<file path="src/rtl/axi4s_packet_encoder.sv">
// Byte-stuffing packet framer: wraps each AXI4-Stream packet in START/STOP
// delimiters and escapes payload bytes that collide with the delimiter set.
module axi4s_packet_encoder #(
    parameter logic [7:0] START_BYTE  = 8'h7D,
    parameter logic [7:0] STOP_BYTE   = 8'h7E,
    parameter logic [7:0] ESCAPE_BYTE = 8'h7F
) (
    input  logic       aclk,
    input  logic       areset,
    input  logic       in_tvalid,
    output logic       in_tready,
    input  logic [7:0] in_tdata,
    input  logic       in_tkeep,
    input  logic       in_tlast,
    output logic       out_tvalid,
    input  logic       out_tready,
    output logic [7:0] out_tdata,
    output logic       out_tkeep
);

    typedef enum logic [1:0] {IDLE, DATA, ESC, STOP} state_t;

    state_t     state, state_nxt;
    logic [7:0] esc_byte;
    logic       esc_last;
    logic       out_free;
    logic       is_special;
    logic       load;
    logic [7:0] load_data;
    logic       store;

    assign out_free   = !out_tvalid || out_tready;
    assign out_tkeep  = 1'b1;
    assign is_special = (in_tdata == START_BYTE) || (in_tdata == STOP_BYTE) ||
                        (in_tdata == ESCAPE_BYTE);

    always_comb begin
        state_nxt = state;
        load      = 1'b0;
        load_data = '0;
        store     = 1'b0;
        in_tready = (state == DATA) && out_free;
        case (state)
            IDLE: begin
                // START is emitted on sight of a beat; the beat itself waits for DATA
                if (in_tvalid && out_free) begin
                    load      = 1'b1;
                    load_data = START_BYTE;
                    state_nxt = DATA;
                end
            end
            DATA: begin
                if (in_tvalid && out_free) begin
                    if (in_tkeep && is_special) begin
                        load      = 1'b1;
                        load_data = ESCAPE_BYTE;
                        store     = 1'b1;
                        state_nxt = ESC;
                    end else if (in_tkeep) begin
                        load      = 1'b1;
                        load_data = in_tdata;
                        state_nxt = in_tlast ? STOP : DATA;
                    end else if (in_tlast) begin
                        load      = 1'b1;
                        load_data = STOP_BYTE;
                        state_nxt = IDLE;
                    end
                end
            end
            ESC: begin
                if (out_free) begin
                    load      = 1'b1;
                    load_data = esc_byte;
                    state_nxt = esc_last ? STOP : DATA;
                end
            end
            STOP: begin
                if (out_free) begin
                    load      = 1'b1;
                    load_data = STOP_BYTE;
                    state_nxt = IDLE;
                end
            end
            default: state_nxt = IDLE;
        endcase
    end

    always_ff @(posedge aclk or posedge areset) begin
        if (areset) begin
            state      <= IDLE;
            out_tvalid <= 1'b0;
            out_tdata  <= '0;
            esc_byte   <= '0;
            esc_last   <= 1'b0;
        end else begin
            state <= state_nxt;
            if (out_free) begin
                out_tvalid <= load;
                if (load) out_tdata <= load_data;
            end
            if (store) begin
                esc_byte <= in_tdata;
                esc_last <= in_tlast;
            end
        end
    end

endmodule

</file>
<file path="config.mk">
export PLATFORM = sky130hd
export DESIGN_NAME = axi4s_packet_encoder
export DESIGN_NICKNAME = d
export VERILOG_FILES = /design/src/rtl/axi4s_packet_encoder.sv
export SDC_FILE = /design/constraint.sdc
export NUM_CORES = 1
export LEC_CHECK = 0
export BUFFER_PORTS_ARGS = -buffer_cell sky130_fd_sc_hd__buf_2
export CAP_MARGIN = 20
export CORE_UTILIZATION = 45
export CTS_CLUSTER_DIAMETER = 30
export CTS_CLUSTER_SIZE = 40
export DETAILED_ROUTE_END_ITERATION = 8
export PLACE_DENSITY = 0.8
export SYNTH_ARGS = -nofsm -noshare
export SYNTH_HDL_FRONTEND = slang
export SYNTH_SLANG_ARGS = --single-unit
</file>
<file path="constraint.sdc">
create_clock -name aclk -period 1.38 [get_ports aclk]
set_input_delay 0.138 -clock aclk [delete_from_list [all_inputs] [get_ports aclk]]
set_output_delay 0.138 -clock aclk [all_outputs]
set_load 0.02 [all_outputs]
</file>
After elaboration in Yosys (flattened, before gate mapping). Index checks and enable logic that the tools add are counted.

Register bits: 20. Word-level logic and storage cells: 53.

Reduce and logical (&&, ||, !) cells: 11. Equal/unequal tests: 11. Mux-type cells: 26.

Operator list (count): $pmux 8 s4 (1); $eq 8x7->1 const B (3); $mux 8 (3); $mux 2 (9); $mux 7 (2); $mux 1 (9); $pmux 2 s4 (1); $ne 2x2->1 const B (3); $reduce_and 5->1 (1); $eq 2x2->1 const B (2); $ne 4x3->1 const B (1); $logic_and 1x1->1 (3); $logic_or 1x1->1 (3); $pmux 1 s3 (1); $eq 2x1->1 const B (1); $logic_not 2->1 (1); $ne 2x1->1 const B (1); $reduce_and 2->1 (1); $reduce_or 2->1 (1); $logic_not 1->1 (1).

Depth between registers and ports, before layout. Gate-level depths: netlist of run 1.

Word-level depth: 8. Depth in mapped cells: 4.

Worst setup path before layout of run 1. No wires, ideal clock.

Path type: flip-flop to flip-flop. Start point: register state[0]. End point: register out_tdata[1]. Buffers on the path: 0. Library setup time: 0.125 ns. Data arrival time: 1.295 ns. Path slack: -0.040 ns. Stages on the path, launching flop included: 5. Clock period less this slack: 1.420 ns. Path through: dfrtp_1 > or3b_1 > a21oi_2 > nor2_2 > mux2_2.

Longest elaborated chain between the ends: 4. Elaborated cells between the ends (all ways): 8.

RTL lines: from (decl) (RTL line 23) `state_t state, state_nxt;`; from (signal assigned) (RTL line 96) `state <= state_nxt;`; $eq 2x2->1 (RTL line 43) `case (state)`; $reduce_or 2->1 (no source line); $pmux 1 s3 (RTL line 43); $reduce_and 2->1 (no source line); to (signal assigned) (RTL line 99) `if (load) out_tdata <= load_data;`; to (decl) (RTL line 17) `output logic [7:0] out_tdata,`.

Parallel ways exist; a longest one is shown, timed or not. A chain may end at the register's enable or synchronous reset.

Worst setup path in the final report of run 1.
Start point: register state[0]. End point: register out_tdata[7].

Same word-level chain as after synthesis.

==> out/qor.csv, run 1 <==
metric,value,unit
outcome,finished with violations,
failing checks,setup timing,
synth-to-layout area growth,38.2,%
Comb pwr share,42.4,%
Synth Area in Compound Gates,18.5,%
switching power,698,µW
DR pass1 iterations,6,
Clock Latency Late Sink,300,ps
CTS buffer count,3,
period utilization,102,%
netlist area before placement,972,µm²
Int Pwr,1270,µW
Crit. End Element,register,
H-Tree Depth,1,
DRC,0,
reg2reg path depth,4,
setup repair after global routing missed its margin,yes,
setup violators final,3,
Crit Path Class,register to register,
R2R Path End,out_tdata[7],
switch share,35.5,%
met3 GRT Util,3.14,%
f_max,0.713,GHz
Worst Skew,5.73,ps
largest net degree at the start of global routing,21,
Final ANT Viol Nets,0,
io pins,25,
Fin. Hold Viols,0,
pre-CTS WS,-164,ps
Final Util,67.1,%
DP Wirelength,1.52,mm
antenna violations before repair,0,
crit start category,register,
# diodes,0,
Final Net Count,148,
total global routing track utilization,20.4,%
Synth Net Count,104,
grt total ovfl,0,
CTS Buffer Depth,2,
clock transition at the registers of the reported paths,110,ps
root buffer cell,clkbuf_4,
total number of vias,862,
Synth Instances,90,
row count,16,
Critical Path Start,state[0],
average wire per standard cell,13.9,µm
Cell variety after synth,28,
reg-to-reg startpoint,state[0],
met2 usage,32.6,%
power per cell area,1460,mW/mm²
number of DRC markers in iteration 0,15,
average size of a mapped cell,10.8,µm²
Die W,48.5,µm
Final Max Slew Viols,0,
total power,1970,µW
die height,48.5,µm
Hold Path Class,primary input to register,
XOR/XNOR share of the synthesized area,0,%
vias in the first global route,791,
"Seq/Total Area, Yosys",51.5,%
grt met1 use,26.4,%
adder-cell share of the synthesized area,0,%
R2R Setup Slk,-20,ps
post-synthesis mux area share,6.95,%
effective utilization at floorplan,48.6,%
worst path arrival time,1600,ps
TritonCTS clock tree,done,
PnR worst setup slack,-23.1,ps
Buffers on Ports,23,
post-layout minimum cycle time,1400,ps
first-pass GRT wire length,3.60,mm
Core ar.,0.00200,mm²
crit-path max FO,9,
YS warnings,0,
#FFs+latches synth,20,
Critical Path RT,1570,ps
sequential share of power,40.4,%
max cap viols,0,
CTS sink cnt,20,
Leak Pwr,0.000678,µW
Post-Route WL,2.22,mm
VDD IR max,0.000990,V
share of post-route cells with drive strength above 1,45.9,%
clock power share,17.2,%
gpl congestion,0.809,
CP endpoint,out_tdata[7],
most used routing layer in global routing,met2,
die area,0.00235,mm²
largest family of logic cells by synthesized area,simple AND/OR/NAND/NOR gates,
vias per inst,5.39,
Simple-Gate Fraction of Synth Area,19.6,%
==> how the worst min path moves through the flow <==
| stage | startpoint | to | slack (ps) | cells after the start |
|---|---|---|---|---|
| after floorplan | areset | esc_byte[0] | 100 | 1 |
| after global placement | areset | out_tdata[3] | 170 | 3 |
| after detailed placement | areset | out_tdata[3] | 180 | 3 |
| after CTS | in_tlast | esc_last | 110 | 2 |
| after global routing | in_tdata[1] | esc_byte[1] | 110 | 2 |
| final | in_tdata[1] | esc_byte[1] | 120 | 2 |
==> worst max-delay path: stages, from the launching register on <==
cell,delay (ps)
dfrtp_1,360
or3b_4,390
a21oi_4,170
nor2_4,90
mux2_2,280
==> state kept, by name (all words and copies together), names as in the netlist <==
| register | flops |
|---|---|
| esc_byte | 8 |
| out_tdata | 8 |
| state | 2 |
| esc_last | 1 |
| out_tvalid | 1 |
==> logic make-up after synthesis <==
kind of cell | count (synthesis)
AO/OA/AOI/OAI | 27
multiplexers | 6
other | 1
AND/OR/NAND/NOR | 29
flip-flops | 20
buffers and inverters | 7
==> routing by layer <==
layer	routed length, µm	up-vias
met3	102	8
li1	-	411
met1	942	414
met4	75	0
met5	0	-
met2	1100	29
==> cells in the mapped netlist <==
master / count / area, µm²
dfrtp_1: 20 / 500
o21ai_0: 15 / 75.1
mux2_2: 6 / 67.6
nor2b_1: 6 / 37.5
o22a_1: 5 / 43.8
or2b_1: 5 / 37.5
inv_1: 4 / 15.0
nand2b_1: 3 / 18.8
nor2_1: 3 / 11.3
a41oi_1: 2 / 17.5
and3b_1: 2 / 17.5
clkbuf_1: 2 / 7.51
nand2_1: 2 / 7.51
a21oi_2: 1 / 8.76
a31oi_1: 1 / 6.26
and2_2: 1 / 7.51
and4b_2: 1 / 11.3
buf_4: 1 / 7.51
conb_1: 1 / 3.75
nand3_1: 1 / 5.00
nand3b_1: 1 / 7.51
nand4_1: 1 / 6.26
nor2_2: 1 / 6.26
nor3b_1: 1 / 7.51
o2111a_1: 1 / 11.3
o211ai_1: 1 / 7.51
o32a_1: 1 / 10.0
or3b_1: 1 / 8.76
==> through the flow <==
step	hold slack (ps)	TNS [ps]	std cells	cell area, µm²
finish	118	-56.0	160	1340
global route	109	-221	160	1340
CTS	110	-164	158	1280
detailed placement	177	-1360	150	1200
global placement	169	-1120	150	1200
floorplan	102	-66.8	90	972
==> repair_timing <==
action | CTS | global route
endpoints found under the hold margin | 20 | 0
hold buffers | 1 | 0
pin swaps | 2 | 4
resized for setup | 2 | 13
setup endpoints to repair | 13 | 14
buffers inserted | 3 | 2
==> final cells by class <==
| class | count | area [µm²] |
|---|---|---|
| Fill cell | 167 | 658 |
| Clock buffer | 4 | 36.3 |
| Inverter | 4 | 15.0 |
| Timing Repair Buffer | 42 | 274 |
| Tap cell | 27 | 33.8 |
| Sequential cell | 20 | 500 |
| Multi-Input combinational cell | 63 | 484 |
==> power groups by stage <==
| stage | Clock, µW | Sequential, µW | Combinational [µW] |
|---|---|---|---|
| 2_1_floorplan | 0 | 948 | 305 |
| 3_3_place_gp | 0 | 801 | 716 |
| 3_5_place_dp | 0 | 808 | 723 |
| 4_1_cts | 348 | 795 | 748 |
| 5_1_grt | 369 | 814 | 903 |
| 6_report | 338 | 794 | 834 |
==> cell usage in the layout (no fill, tap or decap), types with 2 or more instances in the layout <==
cell type   n
nand2b_1    2
buf_4      16
o21ai_0    14
nor2_1      2
nor2b_1     6
buf_2      22
a41oi_1     2
clkbuf_4    3
inv_1       4
o22a_1      5
buf_6       3
nor2_4      2
or2b_1      5
dfrtp_1    20
mux2_2      6
Power figures use the tool's default switching activity.
==> run 2, diff against run 1 <==
- REMOVE_ABC_BUFFERS: unset -> 1
- SKIP_CTS_REPAIR_TIMING: unset -> 1
==> out/qor.csv, run 2 (synthesis gave the netlist of run 1 again) <==
metric,value,unit
outcome,finished with violations,
failing checks,setup timing,
setup violators final,3,
root buffer cell,clkbuf_4,
Post-Route WL,2.10,mm
Clock Latency Late Sink,300,ps
largest net degree at the start of global routing,21,
H-Tree Depth,1,
period utilization,103,%
gpl congestion,0.930,
Critical Path Start,state[0],
Leak Pwr,0.000662,µW
power per cell area,1480,mW/mm²
max incr delay on CP,360,ps
Hold Path Class,primary input to register,
Buffers on Ports,23,
clock power share,16.9,%
pre-CTS WS,-96.5,ps
reg-to-reg startpoint,state[0],
crit start category,register,
Crit. End Element,register,
Final ANT Viol Nets,0,
"leading cell types in the layout, fill and taps excluded","buf_2 (22), dfrtp_1 (20), o21ai_0 (14), buf_4 (14), nor2b_1 (6)",
post-layout minimum cycle time,1420,ps
switching power,674,µW
total power,1930,µW
Worst Skew,6.29,ps
Final Max Slew Viols,0,
DP Wirelength,1.59,mm
effective utilization at floorplan,48.6,%
crit-path max FO,9,
Crit Path Class,register to register,
VDD IR max,0.00118,V
R2R Path End,out_tdata[7],
Critical Path RT,1570,ps
clock transition at the registers of the reported paths,110,ps
first-pass GRT wire length,3.42,mm
Fin. Hold Viols,0,
critical path's slowest cell,dfrtp_1,
PnR worst setup slack,-42.9,ps
switch share,35.0,%
row count,16,
CTS sink cnt,20,
synth-to-layout area growth,33.6,%
largest registers,"esc_byte x8, out_tdata x8, state x2",
CTS buffer count,3,
average wire per standard cell,13.4,µm
share of post-route cells with drive strength above 1,42.3,%
number of DRC markers in iteration 0,2,
vias per inst,5.25,
setup repair after global routing missed its margin,yes,
CTS Buffer Depth,2,
CP endpoint,out_tdata[7],
total number of vias,825,
R2R Setup Slk,-40,ps
f_max,0.703,GHz
CP Cell Sequence,"or3b_1, a21oi_2, nor2_4, mux2_2",
grt total ovfl,0,
TritonCTS clock tree,done,
io pins,25,
die area,0.00235,mm²
Die W,48.5,µm
worst path arrival time,1620,ps
sequential share of power,41.5,%
"commonest non-fill, non-tap cell in the layout",buf_2,
vias in the first global route,787,
DR pass1 iterations,4,
die height,48.5,µm
antenna violations before repair,0,
max cap viols,0,
# diodes,0,
Comb pwr share,41.6,%
reg2reg path depth,4,
Int Pwr,1250,µW
DRC,0,
Core ar.,0.00200,mm²
Final Net Count,145,
total global routing track utilization,18.6,%
run 2: changes by cell type in the layout (fill, tap and decap cells not counted), sizes merged:
cell  delta
buf      -3
run 2: worst min path at each step:
stage	start	endpoint	slack, ps	depth (start not counted)
6_report	in_tvalid	out_tvalid	120	3
5_1_grt	in_tvalid	out_tvalid	120	3
4_1_cts	areset	state[0]	-160	3
3_5_place_dp	areset	esc_byte[5]	170	3
3_3_place_gp	areset	out_tdata[6]	170	3
2_1_floorplan	areset	esc_byte[0]	100	1
run 2: metrics by stage:
stage | instances | hold slack, ps | area (µm²) | setup TNS [ps] | utilization [%]
after floorplan | 87 | 102 | 957 | -1030 | -
after global placement | 148 | 165 | 1190 | -558 | 59.4
after detailed placement | 148 | 168 | 1190 | -847 | 59.4
after CTS | 152 | -157 | 1220 | -824 | 61.2
after global routing | 157 | 115 | 1300 | -385 | 64.9
final | 157 | 122 | 1300 | -124 | 64.9
run 2: worst max-delay path: cells and delay by family (launching register included):
family	cells	cell delay, ps
flip-flops	1	360
AND/OR/NAND/NOR	2	460
multiplexers	1	280
AO/OA/AOI/OAI	1	210
run 2: area by class of cell:
| type | instances | area (µm²) |
|---|---|---|
| multi-input combinational | 63 | 462 |
| timing repair buffer | 39 | 251 |
| fill | 175 | 703 |
| tap | 27 | 33.8 |
| inverter | 4 | 15.0 |
| sequential | 20 | 500 |
| clock buffer | 4 | 36.3 |
run 2: power groups by stage:
stage	combinational, µW	clock, µW	sequential, µW
floorplan	270	0	971
global placement	713	0	804
detailed placement	729	0	810
CTS	732	335	797
global route	865	359	823
finish	803	325	800
run 2: routing by layer:
layer  vias up  global-route usage (%)  wire, µm
li1        405                       -         -
met1       393                    24.7       954
met2        23                    31.2      1050
met3         4                    4.72        82
met4         0                    3.43        10
met5         -                       0         0
==> run 3, diff against run 2 <==
- ABC_AREA: unset -> 1
- CORE_UTILIZATION: 45 -> 47
- PLACE_DENSITY: 0.8 -> 0.82
==> out/qor.csv, run 3 <==
metric,value,unit
die area,0.00253,mm²
f_max,0.710,GHz
DR pass1 iterations,4,
CTS sink cnt,20,
Crit. End Element,register,
setup violators final,1,
#FFs+latches synth,20,
Cell Count Post-Placement,194,
Die W,50.3,µm
share of post-route cells with drive strength above 1,42.9,%
crit-path max FO,6,
period utilization,102,%
DRC,0,
DP Wirelength,1.96,mm
total number of vias,1186,
Synth Instances,145,
outcome,finished with violations,
clock transition at the registers of the reported paths,130,ps
Post-synth top cells,"nand2_1 (30), nor2_1 (23), dfrtp_1 (20), a21oi_1 (17), inv_1 (13)",
total global routing track utilization,24.8,%
max cap viols,0,
Critical Path RT,1600,ps
Cell variety after synth,18,
Final Net Count,197,
YS warnings,0,
Post-synth EDFFs,0,
Worst Skew,10.4,ps
H-Tree Depth,1,
# fillers,170,
io pins,25,
"count leader, synth",nand2_1,
TritonCTS clock tree,done,
"leading cell types in the layout, fill and taps excluded","nand2_1 (27), buf_2 (22), dfrtp_1 (19)",
gpl congestion,0.883,
Final Max Slew Viols,0,
Crit Path Class,register to register,
Fin. Hold Viols,0,
CTS buffer count,3,
total power,3190,µW
vias per inst,5.65,
"FFs w/ async S/R, synth",100,%
Post-synth top flop,dfrtp_1,
die height,50.3,µm
largest registers,"esc_byte x8, out_tdata x8, state x2",
failing checks,setup timing,
antenna violations before repair,0,
Hold Path Class,primary input to register,
vias in the first global route,1045,
Synth area leaders,"dfrtp_1 (46%), nand2_1 (10%), nor2_1 (7.9%), a21oi_1 (7.8%), o21ai_0 (5.5%)",
synth-to-layout area growth,38.3,%
number of DRC markers in iteration 0,66,
Clock Latency Late Sink,320,ps
average wire per standard cell,15.9,µm
VDD IR max,0.00125,V
# diodes,0,
CTS Buffer Depth,2,
netlist area before placement,0.00109,mm²
Final Non-Filler Cells,210,
Final ANT Viol Nets,0,
row count,17,
Core ar.,0.00221,mm²
Synth area leader,dfrtp_1,
power per cell area,2100,mW/mm²
"Seq/Total Area, Yosys",45.7,%
first-pass GRT wire length,4.69,mm
effective utilization at floorplan,49.5,%
Post-Route WL,3.34,mm
Leak Pwr,0.000786,µW
"commonest non-fill, non-tap cell in the layout",nand2_1,
Synth top area share,45.7,%
post-layout minimum cycle time,1410,ps
Buffers on Ports,23,
worst path arrival time,1630,ps
setup repair after global routing missed its margin,yes,
root buffer cell,clkbuf_4,
largest net degree at the start of global routing,21,
crit start category,register,
average size of a mapped cell,7.55,µm²
PnR worst setup slack,-28.7,ps
grt total ovfl,0,
## run 3: cells by family after synthesis
logic type / share of synthesized area (%)
AND/OR/NAND/NOR: 31.3
AO/OA/AOI/OAI: 13.7
flip-flops: 45.7
buffers and inverters: 8.91
other: 0.343
## run 3: final cells by class
class	count	area (µm²)	area share [%]
tap	28	35.0	2.31
sequential	20	502	33.1
clock buffer	3	22.5	1.49
inverter	14	55.1	3.64
clock inverter	1	30.0	1.98
timing repair buffer	38	260	17.2
multi-input combinational	106	609	40.2
## run 3: per-layer routing
metal	vias to the layer above	GRT usage, %	wire, µm
li1	530	-	-
met1	552	32.0	1350
met2	82	38.4	1590
met3	22	3.94	249
met4	0	15.2	149
met5	-	0	0
## run 3: metrics by stage
step / setup WS (ps) / hold WS, ps / instance area, µm² / utilization, % / TNS (ps)
global route: -75.0 / 87.7 / 1510 / 68.4 / -184
global placement: 59.6 / 174 / 1220 / 55.3 / 0
detailed placement: -7.82 / 179 / 1220 / 55.3 / -7.82
finish: -28.7 / 65.4 / 1510 / 68.4 / -28.7
CTS: -133 / -167 / 1270 / 57.6 / -223
floorplan: 77.9 / 102 / 1050 / - / 0
## run 3: power breakdown
part           internal (µW)  total, µW  leakage, µW  switching (µW)
logic                    700       1780     0.000516            1080
clock network            294        493    0.0000279             199
registers                775        910     0.000241             135
## run 3: final timing paths
path / cells after the start / from / slack [ps] / to
worst min-delay path: 3 / in_tdata[1] / 70 / esc_byte[1]
worst max-delay path: 7 / state[1] / -30 / out_tdata[7]
min in group asynchronous: 4 / areset / 370 / esc_byte[0]
worst min register to register: 1 / esc_byte[3] / 490 / esc_byte[3]
worst max register to register: 7 / state[1] / -30 / out_tdata[7]
max in group asynchronous: 4 / areset / 780 / state[1]
## run 3: worst max-delay path, cell delays in order (launching register included)
cell     delay (ps)
dfrtp_2         500
buf_6           150
nor2_4          100
nor2_4           70
buf_4           160
buf_4           130
a21oi_2         150
nor2_1           60
